--- config.mk ---
export PLATFORM = sky130hd
export DESIGN_NAME = chip8_mem_responder_flat
export DESIGN_NICKNAME = d
export VERILOG_FILES = /design/src/rtl/chip8_mem_pkg.sv /design/src/rtl/chip8_mem_responder_if.sv /design/src/rtl/chip8_mem_lat_pipe.sv /design/src/rtl/chip8_mem_responder.sv /design/src/flat_wrapper.sv
export SDC_FILE = /design/constraint.sdc
export NUM_CORES = 1
export LEC_CHECK = 0
export ABC_AREA = 1
export ABC_CLOCK_PERIOD_IN_PS = 4250
export CAP_MARGIN = 30
export CORE_MARGIN = 1.5
export CORE_UTILIZATION = 47
export CTS_CLUSTER_DIAMETER = 200
export DETAILED_ROUTE_END_ITERATION = 6
export PLACE_DENSITY_LB_ADDON = 0.08
export SYNTH_ARGS = -nofsm -noshare
export SYNTH_HDL_FRONTEND = slang
export SYNTH_HIERARCHICAL = 1
export SYNTH_SLANG_ARGS = --single-unit
--- constraint.sdc ---
create_clock -name clk_in -period 4.25 [get_ports clk_in]
set_clock_uncertainty 0.1 [all_clocks]
set_input_delay 0.85 -clock clk_in [delete_from_list [all_inputs] [get_ports clk_in]]
set_output_delay 0.85 -clock clk_in [all_outputs]
set_load 0.005 [all_outputs]
--- src/rtl/chip8_mem_pkg.sv ---
// Shared constants for the chip-8 memory responder: request type codes,
// default address widths and the responder state encoding.
package chip8_mem_pkg;

    localparam logic VIDEO_MEM_TYPE_RAM  = 1'b0;
    localparam logic VIDEO_MEM_TYPE_VRAM = 1'b1;

    localparam int RAM_AW_DEFAULT  = 12;
    localparam int VRAM_AW_DEFAULT = 8;

    localparam logic [1:0] ST_IDLE  = 2'd0;
    localparam logic [1:0] ST_ISSUE = 2'd1;
    localparam logic [1:0] ST_WAIT  = 2'd2;

    typedef enum logic [1:0] {
        IDLE  = ST_IDLE,
        ISSUE = ST_ISSUE,
        WAIT  = ST_WAIT
    } state_e;

endpackage

--- src/rtl/chip8_mem_responder_if.sv ---
// Single-beat request/response bus between the video engine (master) and the
// memory responder (slave).
interface chip8_mem_responder_if;

    logic        req_valid;
    logic        req_we;
    logic        req_type;
    logic [15:0] req_addr;
    logic [7:0]  req_data;
    logic        req_ready;
    logic        resp_valid;
    logic [7:0]  resp_data;

    modport master (
        output req_valid, req_we, req_type, req_addr, req_data,
        input  req_ready, resp_valid, resp_data
    );

    modport slave (
        input  req_valid, req_we, req_type, req_addr, req_data,
        output req_ready, resp_valid, resp_data
    );

endinterface

--- src/rtl/chip8_mem_lat_pipe.sv ---
// Read-latency down-counter plus the registered response (valid pulse and data
// mux between the RAM and VRAM read ports).
module chip8_mem_lat_pipe #(
    parameter int BRAM_LATENCY = 2
) (
    input  logic       clk_in,
    input  logic       rst_in,
    input  logic       arm_i,
    input  logic       active_i,
    input  logic       sel_vram_i,
    input  logic       oor_i,
    input  logic [7:0] ram_data_i,
    input  logic [7:0] vram_data_i,
    output logic       fire_o,
    output logic       resp_valid_o,
    output logic [7:0] resp_data_o
);

    logic [2:0] cnt_q;
    logic       valid_q;
    logic [7:0] data_q;

    // The counter is loaded at accept, so it reaches zero exactly on the edge
    // where the BRAM read data is valid (enable cycle counts as cycle one).
    assign fire_o = active_i && (cnt_q == 3'd0);

    always_ff @(posedge clk_in) begin
        if (rst_in) begin
            cnt_q   <= 3'd0;
            valid_q <= 1'b0;
            data_q  <= 8'h00;
        end else begin
            valid_q <= fire_o;
            if (arm_i) begin
                cnt_q <= 3'(BRAM_LATENCY - 1);
            end else if (active_i && (cnt_q != 3'd0)) begin
                cnt_q <= cnt_q - 3'd1;
            end
            if (fire_o) begin
                data_q <= oor_i ? 8'h00 : (sel_vram_i ? vram_data_i : ram_data_i);
            end
        end
    end

    assign resp_valid_o = valid_q;
    assign resp_data_o  = data_q;

endmodule

--- src/rtl/chip8_mem_responder.sv ---
// Memory-side responder routing chip-8 requests to RAM or double-buffered VRAM.
// Optional CHIP8_MEM_ERR_EN adds a sticky out-of-range flag and first bad address.
module chip8_mem_responder
    import chip8_mem_pkg::*;
#(
    parameter int RAM_AW       = RAM_AW_DEFAULT,
    parameter int VRAM_AW      = VRAM_AW_DEFAULT,
    parameter int BRAM_LATENCY = 2
) (
    input  logic                 clk_in,
    input  logic                 rst_in,
    input  logic                 ad_in,
    chip8_mem_responder_if.slave bus,
    output logic                 ram_en_out,
    output logic                 ram_we_out,
    output logic [RAM_AW-1:0]    ram_addr_out,
    output logic [7:0]           ram_data_out,
    input  logic [7:0]           ram_data_in,
    output logic                 vram_en_out,
    output logic                 vram_we_out,
    output logic [VRAM_AW:0]     vram_addr_out,
    output logic [7:0]           vram_data_out,
    input  logic [7:0]           vram_data_in
`ifdef CHIP8_MEM_ERR_EN
    ,
    output logic                 err_out,
    output logic [15:0]          err_addr_out
`endif
);

    state_e state_q, state_d;
    logic   we_q, vram_q, oor_q;
    logic   accept, req_oor, fire, pipe_active;
    logic   resp_valid;
    logic [7:0] resp_data;

    logic              ram_en_q, ram_we_q, vram_en_q, vram_we_q;
    logic [RAM_AW-1:0] ram_addr_q;
    logic [VRAM_AW:0]  vram_addr_q;
    logic [7:0]        ram_data_q, vram_data_q;

    assign accept  = (state_q == IDLE) && bus.req_valid;
    assign req_oor = (bus.req_type == VIDEO_MEM_TYPE_VRAM)
                   ? ((bus.req_addr >> VRAM_AW) != 16'd0)
                   : ((bus.req_addr >> RAM_AW) != 16'd0);
    assign pipe_active = ((state_q == ISSUE) || (state_q == WAIT)) && !we_q;

    always_comb begin
        state_d = state_q;
        unique case (state_q)
            IDLE:    if (accept) state_d = ISSUE;
            ISSUE:   state_d = (we_q || fire) ? IDLE : WAIT;
            WAIT:    if (fire) state_d = IDLE;
            default: state_d = IDLE;
        endcase
    end

    // BRAM controls are loaded on the accept edge so the enable appears for
    // exactly the one ISSUE cycle; out-of-range requests never enable a port.
    always_ff @(posedge clk_in) begin
        if (rst_in) begin
            state_q     <= IDLE;
            we_q        <= 1'b0;
            vram_q      <= 1'b0;
            oor_q       <= 1'b0;
            ram_en_q    <= 1'b0;
            ram_we_q    <= 1'b0;
            ram_addr_q  <= '0;
            ram_data_q  <= 8'h00;
            vram_en_q   <= 1'b0;
            vram_we_q   <= 1'b0;
            vram_addr_q <= '0;
            vram_data_q <= 8'h00;
        end else begin
            state_q   <= state_d;
            ram_en_q  <= 1'b0;
            ram_we_q  <= 1'b0;
            vram_en_q <= 1'b0;
            vram_we_q <= 1'b0;
            if (accept) begin
                we_q   <= bus.req_we;
                vram_q <= bus.req_type;
                oor_q  <= req_oor;
                if (!req_oor) begin
                    if (bus.req_type == VIDEO_MEM_TYPE_VRAM) begin
                        vram_en_q   <= 1'b1;
                        vram_we_q   <= bus.req_we;
                        vram_addr_q <= {ad_in, bus.req_addr[VRAM_AW-1:0]};
                        vram_data_q <= bus.req_data;
                    end else begin
                        ram_en_q   <= 1'b1;
                        ram_we_q   <= bus.req_we;
                        ram_addr_q <= bus.req_addr[RAM_AW-1:0];
                        ram_data_q <= bus.req_data;
                    end
                end
            end
        end
    end

    chip8_mem_lat_pipe #(
        .BRAM_LATENCY(BRAM_LATENCY)
    ) u_lat_pipe (
        .clk_in       (clk_in),
        .rst_in       (rst_in),
        .arm_i        (accept),
        .active_i     (pipe_active),
        .sel_vram_i   (vram_q),
        .oor_i        (oor_q),
        .ram_data_i   (ram_data_in),
        .vram_data_i  (vram_data_in),
        .fire_o       (fire),
        .resp_valid_o (resp_valid),
        .resp_data_o  (resp_data)
    );

`ifdef CHIP8_MEM_ERR_EN
    logic        err_q;
    logic [15:0] err_addr_q;

    always_ff @(posedge clk_in) begin
        if (rst_in) begin
            err_q      <= 1'b0;
            err_addr_q <= 16'h0000;
        end else if (accept && req_oor) begin
            err_q <= 1'b1;
            if (!err_q) err_addr_q <= bus.req_addr;
        end
    end

    assign err_out      = err_q;
    assign err_addr_out = err_addr_q;
`endif

    assign bus.req_ready  = (state_q == IDLE);
    assign bus.resp_valid = resp_valid;
    assign bus.resp_data  = resp_data;

    assign ram_en_out    = ram_en_q;
    assign ram_we_out    = ram_we_q;
    assign ram_addr_out  = ram_addr_q;
    assign ram_data_out  = ram_data_q;
    assign vram_en_out   = vram_en_q;
    assign vram_we_out   = vram_we_q;
    assign vram_addr_out = vram_addr_q;
    assign vram_data_out = vram_data_q;

endmodule

--- src/flat_wrapper.sv ---
// flat-port wrapper written by rule: the top's interface ports become plain ports
module chip8_mem_responder_flat import chip8_mem_pkg::*;
#(
    parameter int RAM_AW       = RAM_AW_DEFAULT,
    parameter int VRAM_AW      = VRAM_AW_DEFAULT,
    parameter int BRAM_LATENCY = 2
)
  (clk_in, rst_in, ad_in, ram_en_out, ram_we_out, ram_addr_out, ram_data_out, ram_data_in, vram_en_out, vram_we_out, vram_addr_out, vram_data_out, vram_data_in, bus_req_valid, bus_req_we, bus_req_type, bus_req_addr, bus_req_data, bus_req_ready, bus_resp_valid, bus_resp_data);
  chip8_mem_responder_if bus_i ();
  input  logic clk_in;
  input  logic rst_in;
  input  logic ad_in;
  output logic ram_en_out;
  output logic ram_we_out;
  output logic [RAM_AW-1:0] ram_addr_out;
  output logic [7:0] ram_data_out;
  input  logic [7:0] ram_data_in;
  output logic vram_en_out;
  output logic vram_we_out;
  output logic [VRAM_AW:0] vram_addr_out;
  output logic [7:0] vram_data_out;
  input  logic [7:0] vram_data_in;
  input wire logic [$bits(bus_i.req_valid)-1:0] bus_req_valid;
  input wire logic [$bits(bus_i.req_we)-1:0] bus_req_we;
  input wire logic [$bits(bus_i.req_type)-1:0] bus_req_type;
  input wire logic [$bits(bus_i.req_addr)-1:0] bus_req_addr;
  input wire logic [$bits(bus_i.req_data)-1:0] bus_req_data;
  output wire logic [$bits(bus_i.req_ready)-1:0] bus_req_ready;
  output wire logic [$bits(bus_i.resp_valid)-1:0] bus_resp_valid;
  output wire logic [$bits(bus_i.resp_data)-1:0] bus_resp_data;
  assign bus_i.req_valid = bus_req_valid;
  assign bus_i.req_we = bus_req_we;
  assign bus_i.req_type = bus_req_type;
  assign bus_i.req_addr = bus_req_addr;
  assign bus_i.req_data = bus_req_data;
  assign bus_req_ready = bus_i.req_ready;
  assign bus_resp_valid = bus_i.resp_valid;
  assign bus_resp_data = bus_i.resp_data;
  chip8_mem_responder #(.RAM_AW(RAM_AW), .VRAM_AW(VRAM_AW), .BRAM_LATENCY(BRAM_LATENCY)) u_core (.clk_in(clk_in), .rst_in(rst_in), .ad_in(ad_in), .bus(bus_i), .ram_en_out(ram_en_out), .ram_we_out(ram_we_out), .ram_addr_out(ram_addr_out), .ram_data_out(ram_data_out), .ram_data_in(ram_data_in), .vram_en_out(vram_en_out), .vram_we_out(vram_we_out), .vram_addr_out(vram_addr_out), .vram_data_out(vram_data_out), .vram_data_in(vram_data_in));
endmodule
# [Yosys cells after proc, flatten, opt, wreduce, memory -nomap -nowiden]
# Cells that the tools add are included.
[totals] regBits=58 in_bits=46 output_inout_bits=51 wordCells=55
[classes] n_addsub=1 eq_ne=4 mux=11 bitwise=3 n_reduce_logical=20
[ops] cell="nonzero test 16 bit" count=2
[ops] cell="two-way mux 8 bit" count=2
[ops] cell="OR reduction 4 bit" count=2
[ops] cell="two-way mux 2 bit" count=3
[ops] cell="case mux 2 bit (3 select lines)" count=1
[ops] cell="AND reduction 3 bit" count=2
[ops] cell="two-way mux 1 bit" count=5
[ops] cell="logical AND 1 bit" count=4
[ops] cell="inequality test 2 x 1 -> 1 bit (second input constant)" count=2
[ops] cell="zero test 3 bit" count=1
[ops] cell="inverter 1 bit" count=3
[ops] cell="nonzero test 3 bit" count=1
[ops] cell="OR reduction 3 bit" count=1
[ops] cell="subtractor 3 x 1 -> 3 bit (second input constant)" count=1
[ops] cell="equality test 2 x 1 -> 1 bit (second input constant)" count=1
[ops] cell="equality test 2 bit (second input constant)" count=1
[ops] cell="zero test 2 bit" count=1
[ops] cell="logical OR 1 bit" count=2
[ops] cell="AND reduction 2 bit" count=1
[ops] cell="nonzero test 2 bit" count=1
[ops] cell="OR reduction 2 bit" count=1
[ops] cell="zero test 1 bit" count=1

# [Logic depth before layout (Yosys ltp)]
# Gate-level depths: netlist of run 1.
[depth] word_depth=7 depth_mapped=11 ltp_nobuf=10

# [Cells and area by module]
# The synthesis of run 1 kept the hierarchy.
[by_module_without_submodules] module="chip8_mem_responder" instances=1 cells_each=276 area_per_inst_um2=1978.1
[by_module_without_submodules] module="chip8_mem_lat_pipe" instances=1 cells_each=90 area_per_inst_um2=599.3

# [Least setup slack after synthesis of run 1]
# No wires, ideal clock.
[synth_path] path_type="flip-flop to flip-flop" startpoint="register u_core.state_q[0]" endpoint="register u_core.state_q[0]" arrival_ns=1.612 required_time_ns=4.034 setup_slack_ns=2.422 stages_incl_launch_ff=11 period_less_slack_ns=1.828 cell_sequence="dfxtp_1 -> inv_1 -> ha_1 -> inv_1 -> nor2_1 -> nand3_2 -> buf_2 -> inv_1 -> o22ai_1 -> o21ai_0 -> nor2_1"
[synth_via] elab_chain_cells=6 elab_cells_between_ends=11 classes_between="eq/ne: 4; mux: 1; reduce/logical: 6"
[synth_lines] element="from (decl)" line="chip8_mem_responder.sv:31" source="state_e state_q, state_d;"
[synth_lines] element="from (signal assigned)" line="chip8_mem_responder.sv:75" source="state_q <= state_d;"
[synth_lines] element="equality test 2 x 1 -> 1 bit / equality test 2 bit (equally long branches)" line="chip8_mem_responder.sv:46" source="assign pipe_active = ((state_q == ISSUE) || (state_q == WAIT)) && !we_q;"
[synth_lines] element="logical OR 1 bit *" line="chip8_mem_responder.sv:46"
[synth_lines] element="logical AND 1 bit *" line="chip8_mem_responder.sv:46"
[synth_lines] element="net u_core.pipe_active" line="chip8_mem_responder.sv:33" source="logic accept, req_oor, fire, pipe_active;"
[synth_lines] element="logical AND 1 bit *" line="chip8_mem_lat_pipe.sv:25" source="assign fire_o = active_i && (cnt_q == 3'd0);"
[synth_lines] element="net u_core.fire" line="chip8_mem_responder.sv:33"
[synth_lines] element="inequality test 2 x 1 -> 1 bit (no line) *"
[synth_lines] element="AND reduction 2 bit (no line) *"
# Mark *: on every way through the listed nets, which the timed path passes. The rest lies on a longest branch.
# A chain may end at the register's enable or synchronous reset.

# [Worst setup path in the final report of run 1]
[layout_path] startpoint="register u_core.state_q[0]" endpoint="output port bus_req_ready"
[layout_via] elab_chain_cells=1
[layout_lines] element="zero test 2 bit" line="chip8_mem_responder.sv:135" source="assign bus.req_ready = (state_q == IDLE);"
[layout_lines] element="to (decl)" line="flat_wrapper.sv:28" source="output wire logic [$bits(bus_i.req_ready)-1:0] bus_req_ready;"
# No other way between the ends.

==> results of run 1 <==
cell families (layout without fill, tap and decap cells):
kind of cell	count (synthesis)	count (layout)	synth area share, %
buf+inv	63	161	11.3
simple gates	212	212	35.4
flops	58	58	45.0
fa+ha+maj	6	6	2.91
compound gates	27	27	5.29
how the worst max path moves through the flow:
stage	from	endpoint	slack, ns	cells past startpoint
floorplan	u_core/state_q[0]	u_core/state_q[0]	2.42	10
global placement	rst_in	u_core/oor_q	1.71	5
detailed placement	rst_in	u_core/oor_q	1.65	5
CTS	u_core/state_q[0]	bus_req_ready	1.69	3
global route	u_core/state_q[1]	bus_req_ready	1.65	3
finish	u_core/state_q[0]	bus_req_ready	1.71	3
sequential cells by signal, indices dropped and copies added, names as in the netlist:
register and cells:
u_core/vram_we_out 1, u_core/vram_q 1, u_core/u_lat_pipe/resp_valid_o 1, u_core/vram_data_out 8, u_core/u_lat_pipe/cnt_q 3, u_core/vram_en_out 1, u_core/u_lat_pipe/resp_data_o 8, u_core/ram_addr_out 12
u_core/we_q 1, u_core/state_q 2, u_core/ram_en_out 1, u_core/ram_data_out 8, u_core/ram_we_out 1, u_core/vram_addr_out 9, u_core/oor_q 1
cells in the mapped netlist:
library cell / n / share of area, %
a21oi_1: 13 / 2.5
buf_2: 5 / 0.97
buf_4: 3 / 0.87
buf_6: 5 / 2.2
clkbuf_1: 3 / 0.44
dfxtp_1: 58 / 45
ha_1: 6 / 2.9
inv_1: 47 / 6.8
nand2_1: 91 / 13
nand2_2: 2 / 0.49
nand2_4: 1 / 0.44
nand3_1: 7 / 1.4
nand3_2: 2 / 0.78
nand3b_1: 16 / 4.7
nor2_1: 88 / 13
nor2_2: 1 / 0.24
nor2_4: 1 / 0.44
nor3_1: 1 / 0.19
nor3_2: 2 / 0.78
o21ai_0: 13 / 2.5
o22ai_1: 1 / 0.24
final cells by class:
type / count / share of cell area (%)
well taps: 70 / 2.36
inverters: 47 / 4.76
repair buffers: 99 / 26.6
multi-input cells: 245 / 30.4
clock inverters: 3 / 0.405
clock buffers: 12 / 4.19
flip-flops and latches: 58 / 31.4
through the flow:
step	cells	cell area, sq um	utilization (%)	hold WS, ns	setup slack [ns]
final	534	3700	71.2	0.362	1.71
after global routing	534	3700	71.2	0.404	1.65
after detailed placement	519	3530	67.9	0.355	1.65
after floorplan	366	2580	-	0.353	2.42
after global placement	519	3530	67.9	0.353	1.71
after CTS	534	3700	71.2	0.365	1.69
power by group:
part	total, W	leakage (nW)	internal, W	switching, W
Combinational	0.000464	1.09	0.000207	0.000257
Clock	0.000443	0.0920	0.000237	0.000205
Sequential	0.000642	0.470	0.000606	0.0000360
Total	0.00155	1.65	0.00105	0.000498
worst register-to-register path: stages, from the launching register on:
cell,delay [ns]
dfxtp_1,0.36
inv_1,0.09
ha_1,0.30
inv_1,0.04
nor2_1,0.31
nand3_2,0.32
inv_1,0.16
o22ai_1,0.16
o21ai_0,0.19
nor2_1,0.05
metal layers:
layer	routed length (um)	vias to the layer above
li1	-	1290
met1	2700	1110
met2	2980	62
met3	379	14
met4	142	0
met5	0	-
==> key figures, run 1 <==
Setup path
  • Worst R2R End: u_core/state_q[0]
  • Critical Path Fanout Max: 4
  • Kind of critical path: register to primary output
  • R2r setup slk: 2.07 ns
  • Slowest cell on crit path: clkdlybuf4s50_1
  • Arrival @ worst endpoint: 1.59 ns
  • Crit path launch type: register
  • CP peak stage delay: approximately 0.56 ns
  • CP cell instances: inv_1 > ha_1 > clkdlybuf4s50_1
  • Buffers & Inverters on Critical Path: 2
  • Critical path required time: 3.30 ns
  • Worst r2r src: u_core/state_q[0]
  • R2R depth: 9
  • Cell family with most CP delay: buffers and inverters
  • Crit end category: primary output

Cells and area
  • Commonest cells after routing, fill and taps aside: clkdlybuf4s50_1 (96), nand2_1 (91), nor2_1 (88)
  • Final Net Count: around 510
  • Area of the multi-input gates: roughly 1100 sq um
  • Layout cells sized above 1: under 10%
  • Ant. Diodes: 0
  • Reg area: ~1200 sq um
  • Commonest non-fill, non-tap cell in the layout: clkdlybuf4s50_1
  • Fillers: 456
  • P&R area growth vs syn: 43.7%

GRT
  • Vias in the first global route: approximately 2400
  • First-pass GRT wire length: ~11000 um
  • Initial antenna violation count: 0
  • GR Util All Layers: a little under a quarter
  • GRT met2 Usage: between 30% and 40%
  • Met3 usage: 5.83%
  • Met1 Track Usage GR: 27.1%
  • Busiest grt layer: met2
  • Largest net degree at the start of global routing: 42
  • GRT overflow: 0

Pwr
  • P_leak: ~1.6 nW
  • Cell Pwr Density: ~420 nW/um^2
  • Peak supply drop: 0.228 mV
  • Total power: 0.00155 W

Floorplanning
  • Die area: around 6000 sq um
  • Die Wd: 77.1 um
  • Cell Rows: 26
  • Initial core utilization: between 40% and 50%
  • Placeable Area: 5200 sq um
  • IO Pins: 97
  • Die height: about 77 um

Yosys
  • Post-Syn Instances: around 370
  • Ys Warns: 6
  • Seq cells post-synth: 58
  • Synthesized area: about 2600 sq um
  • Seq/Total Area, Yosys: a little under half
  • Post-Syn Nets: 418
  • Library cells used by synthesis: 21
  • Syn Area/Cell: between 7 and 8 sq um

STA
  • # setup viols final: 0
  • RSZ-0062 raised after global routing: no
  • Pins Over Slew Limit: 0
  • Setup_tns: 0 ns
  • FMAX: 394 MHz
  • Tmin final: ~2.5 ns
  • Worst-Margin Slew: between 0.6 and 0.7 ns
  • Hold Violations, Final: 0
  • Worst slew margin: between 50% and 60%
  • Tcrit/Tclk final: 59.7%

Clock tree
  • Skew-Pair Late Insertion Delay: roughly 0.33 ns
  • TritonCTS buffer count: 9
  • Total clock sinks: 58
  • Htree depth: 3
  • Clock root buffer master: clkbuf_8
  • Post_cts resized: 0
  • Post-CTS Setup Inserts: 0
  • CTS tree: yes
  • CTS clock-pin slew for the worst setup and hold paths: 0.06 ns
  • Clk buf depth: 2
  • Hold_buf cts: 0

Route
  • Post-route DRC: 0
  • Routed len/inst: about 12 um
  • Antenna Violating Nets Remaining: 0
  • DR pass1 iterations: 4
  • Drt total wl: 6210 um
  • Vias per std cell: around 4.6
  • Initial DRC Count: 80
  • DR vias: around 2500

Place
  • Detailed placement HPWL: 4340 um
  • RePlAce Congestion: approximately 0.76
  • Port bufs: 96

Min path
  • Hold Crit Start: u_core/u_lat_pipe/resp_data_o[1]
  • WHS Endpoint: u_core/u_lat_pipe/resp_data_o[1]
  • Hold Path Depth: 2
  • Worst min path class: register to register

Run status
  • Status: complete, no violations

Run
  • Max cap viols: 0
(Power assumes the default switching activity.)
==> inputs of run 2 (changes only) <==
--- a/config.mk
+++ b/config.mk
@@ -6,10 +6,10 @@
 export NUM_CORES = 1
 export LEC_CHECK = 0
 export ABC_AREA = 1
-export ABC_CLOCK_PERIOD_IN_PS = 4250
+export ABC_CLOCK_PERIOD_IN_PS = 2600
 export CAP_MARGIN = 30
 export CORE_MARGIN = 1.5
-export CORE_UTILIZATION = 47
+export CORE_UTILIZATION = 44
 export CTS_CLUSTER_DIAMETER = 200
 export DETAILED_ROUTE_END_ITERATION = 6
 export PLACE_DENSITY_LB_ADDON = 0.08
==> constraint.sdc (replaced) <==
create_clock -name clk_in -period 2.6 [get_ports clk_in]
set_clock_uncertainty 0.1 [all_clocks]
set_input_delay 0.52 -clock clk_in [delete_from_list [all_inputs] [get_ports clk_in]]
set_output_delay 0.52 -clock clk_in [all_outputs]
set_load 0.005 [all_outputs]
==> run 2 against run 1 <==
Against the previous run:
- flip-flop and latch count did not move
- highest routed layer unchanged
- largest cell class unchanged
- total power rose by 74%
- worst hold slack improved by 0.0013 ns
- non-clock buffer count rose by 3
- die area rose by 6.5%
- critical path type unchanged
- first-iteration DRC count fell by 7.5%
==> key figures, run 2 (synthesis gave the netlist of run 1 again) <==
Run status
  • Status: complete, no violations

Cells and area
  • Layout cells sized above 1: 6.41% (+0.81 points)
  • Max reg flops: 12 (unchanged)
  • Final Net Count: 515 (+0.59%)
  • Ant. Diodes: 0 (unchanged)
  • Commonest cells after routing, fill and taps aside: clkdlybuf4s50_1 (96), nand2_1 (91), nor2_1 (88)
  • Commonest non-fill, non-tap cell in the layout: clkdlybuf4s50_1
  • P&R area growth vs syn: 46.6%
  • Final Cell Area: 3780 sq um (+2.0%)
  • Layout Cells excl Fill: 540 (+1.1%)

Route
  • Drt total wl: 6000 um (-3.4%)
  • Antenna Violating Nets Remaining: 0 (unchanged)
  • Routed len/inst: 11.1 um (-4.4%)
  • Post-route DRC: 0 (unchanged)
  • Initial DRC Count: 74 (-7.5%)
  • Vias per std cell: 4.56 (-1.6%)
  • DR vias: 2463 (-0.53%)
  • DR pass1 iterations: 4 (unchanged)

Place
  • Detailed placement HPWL: 4280 um (-1.4%)
  • RePlAce Congestion: 0.766 (+0.58%)
  • Port bufs: 96 (unchanged)
  • Dpl cells: 524 (+0.96%)
  • Setup WS pre-CTS: 0.505 ns (-1.15 ns)
  • DP Area: 3560 sq um (+0.71%)

STA
  • Pins Over Slew Limit: 0 (unchanged)
  • Tcrit/Tclk final: approximately 84%
  • # setup viols final: 0 (unchanged)
  • Hold Violations, Final: 0 (unchanged)
  • Worst slew margin: 56.2% (-2.1 points)
  • Setup ws final: 0.404 ns (-1.31 ns)
  • Worst-Margin Slew: 0.657 ns (+0.0334 ns)
  • RSZ-0062 raised after global routing: no
  • Tmin final: between 2 and 2.5 ns
  • FMAX: about 460 MHz
  • Setup_tns: 0 ns (unchanged)
  • WHS: 0.363 ns (+0.00129 ns)

Clock tree
  • Clk buf depth: 2 (unchanged)
  • CTS tree: yes
  • Post-CTS Setup Inserts: 0 (unchanged)
  • Htree depth: 3 (unchanged)
  • Post_cts resized: 0 (unchanged)
  • Total clock sinks: 58 (unchanged)
  • Hold_buf cts: 0 (unchanged)
  • Clock root buffer master: clkbuf_8
  • CTS clock-pin slew for the worst setup and hold paths: 0.06 ns (about the same)
  • Skew-Pair Late Insertion Delay: 0.32 ns (about the same)
  • TritonCTS buffer count: 9 (unchanged)

Pwr
  • Internal power: 0.00189 W (+80%)
  • P_sw: 0.000800 W (+61%)
  • Gate power share: 27.3% (-2.7 points)
  • Reg power frac: 38.9% (-2.5 points)
  • Cell Pwr Density: 712 nW/um^2 (+70%)
  • Clock share of power: 33.8% (+5.2 points)
  • Peak supply drop: 0.478 mV (+110%)
  • P_leak: 1.68 nW (+2.0%)
  • Fraction of power spent switching nets: 29.7% (-2.4 points)

Floorplanning
  • Placeable Area: 5570 sq um (+7.1%)
  • Die height: 79.5 um (+3.2%)
  • Cell Rows: 27 (+3.8%)
  • IO Pins: 97 (unchanged)
  • Die Wd: 79.5 um (+3.2%)
  • Initial core utilization: 46.2% (-3.3 points)
  • Die area: 6330 sq um (+6.5%)

Run
  • Max cap viols: 0 (unchanged)

GRT
  • GRT overflow: 0 (unchanged)
  • Initial antenna violation count: 0 (unchanged)
  • GR Util All Layers: 20.2% (-2.7 points)
  • Vias in the first global route: 2262 (-5.0%)
  • Largest net degree at the start of global routing: 42 (unchanged)
  • First-pass GRT wire length: 9870 um (-8.3%)

Setup path
  • Critical path required time: 1.98 ns (-1.32 ns)
  • Crit end category: primary output
  • CP cell instances: inv_1 > ha_1 > clkdlybuf4s50_1
  • Buffers & Inverters on Critical Path: 2 (unchanged)
  • Cell family with most CP delay: buffers and inverters
  • Critical Path Fanout Max: 4 (unchanged)
  • Crit path launch type: register
  • Slowest cell on crit path: clkdlybuf4s50_1
  • Kind of critical path: register to primary output
  • Arrival @ worst endpoint: 1.58 ns (about the same)
  • CP peak stage delay: 0.54 ns (-0.02 ns)

Min path
  • Worst min path class: register to register
run 2: changes by cell type in the layout (fill, tap and decap cells not counted), sizes merged:
| cell | change |
|---|---|
| clkinvlp | +1 |
| buf | +3 |
| clkbuf | -1 |
| bufinv | +2 |
| clkinv | -1 |
run 2: cell type report:
cell class	count	area (sq um)
clock buffers	11	141
clock inverters	5	77.6
fillers	502	1800
inverters	47	176
multi-input cells	245	1120
flip-flops and latches	58	1160
well taps	72	90.1
repair buffers	102	1010
run 2: metrics by stage:
| step | utilization [%] | power [W] |
|---|---|---|
| finish | 67.8 | 0.00269 |
| detailed placement | 63.8 | 0.00181 |
| global route | 67.8 | 0.00288 |
| floorplan | - | 0.00152 |
| global placement | 63.8 | 0.00179 |
| CTS | 67.8 | 0.00272 |
run 2: path summary, 6_finish.rpt:
check / start / to / slack [ns] / cells past startpoint
setup reg to reg: u_core/state_q[0] / u_core/state_q[0] / 0.58 / 9
setup / recovery: u_core/state_q[1] / bus_req_ready / 0.40 / 3
hold reg to reg: u_core/u_lat_pipe/resp_data_o[0] / u_core/u_lat_pipe/resp_data_o[0] / 0.36 / 2
hold / removal: u_core/u_lat_pipe/resp_data_o[0] / u_core/u_lat_pipe/resp_data_o[0] / 0.36 / 2
run 2: worst reg2reg max path: cells and delay by family, from the launching register on:
family                     cells  cell delay (ns)
AOI/OAI and AO/OA              2             0.30
adders and majority gates      1             0.28
buffers and inverters          3             0.26
DFF                            1             0.35
and+or+nand+nor                3             0.61
run 2: routing by layer:
layer  track usage, %  part of all wire, %  up-vias
li1                 -                    -     1295
met1             23.8                   42     1075
met2             33.1                   48       82
met3             7.09                  7.6       11
met4             8.25                  1.6        0
met5                0                    0        -
run 2: power by group through the flow:
| stage | logic [W] | clock network [W] | registers, W |
|---|---|---|---|
| final | 0.000734 | 0.000909 | 0.00105 |
| after global routing | 0.000846 | 0.000972 | 0.00106 |
| after CTS | 0.000743 | 0.000932 | 0.00105 |
| after detailed placement | 0.000740 | 0 | 0.00107 |
| after global placement | 0.000722 | 0 | 0.00106 |
| after floorplan | 0.000458 | 0 | 0.00106 |
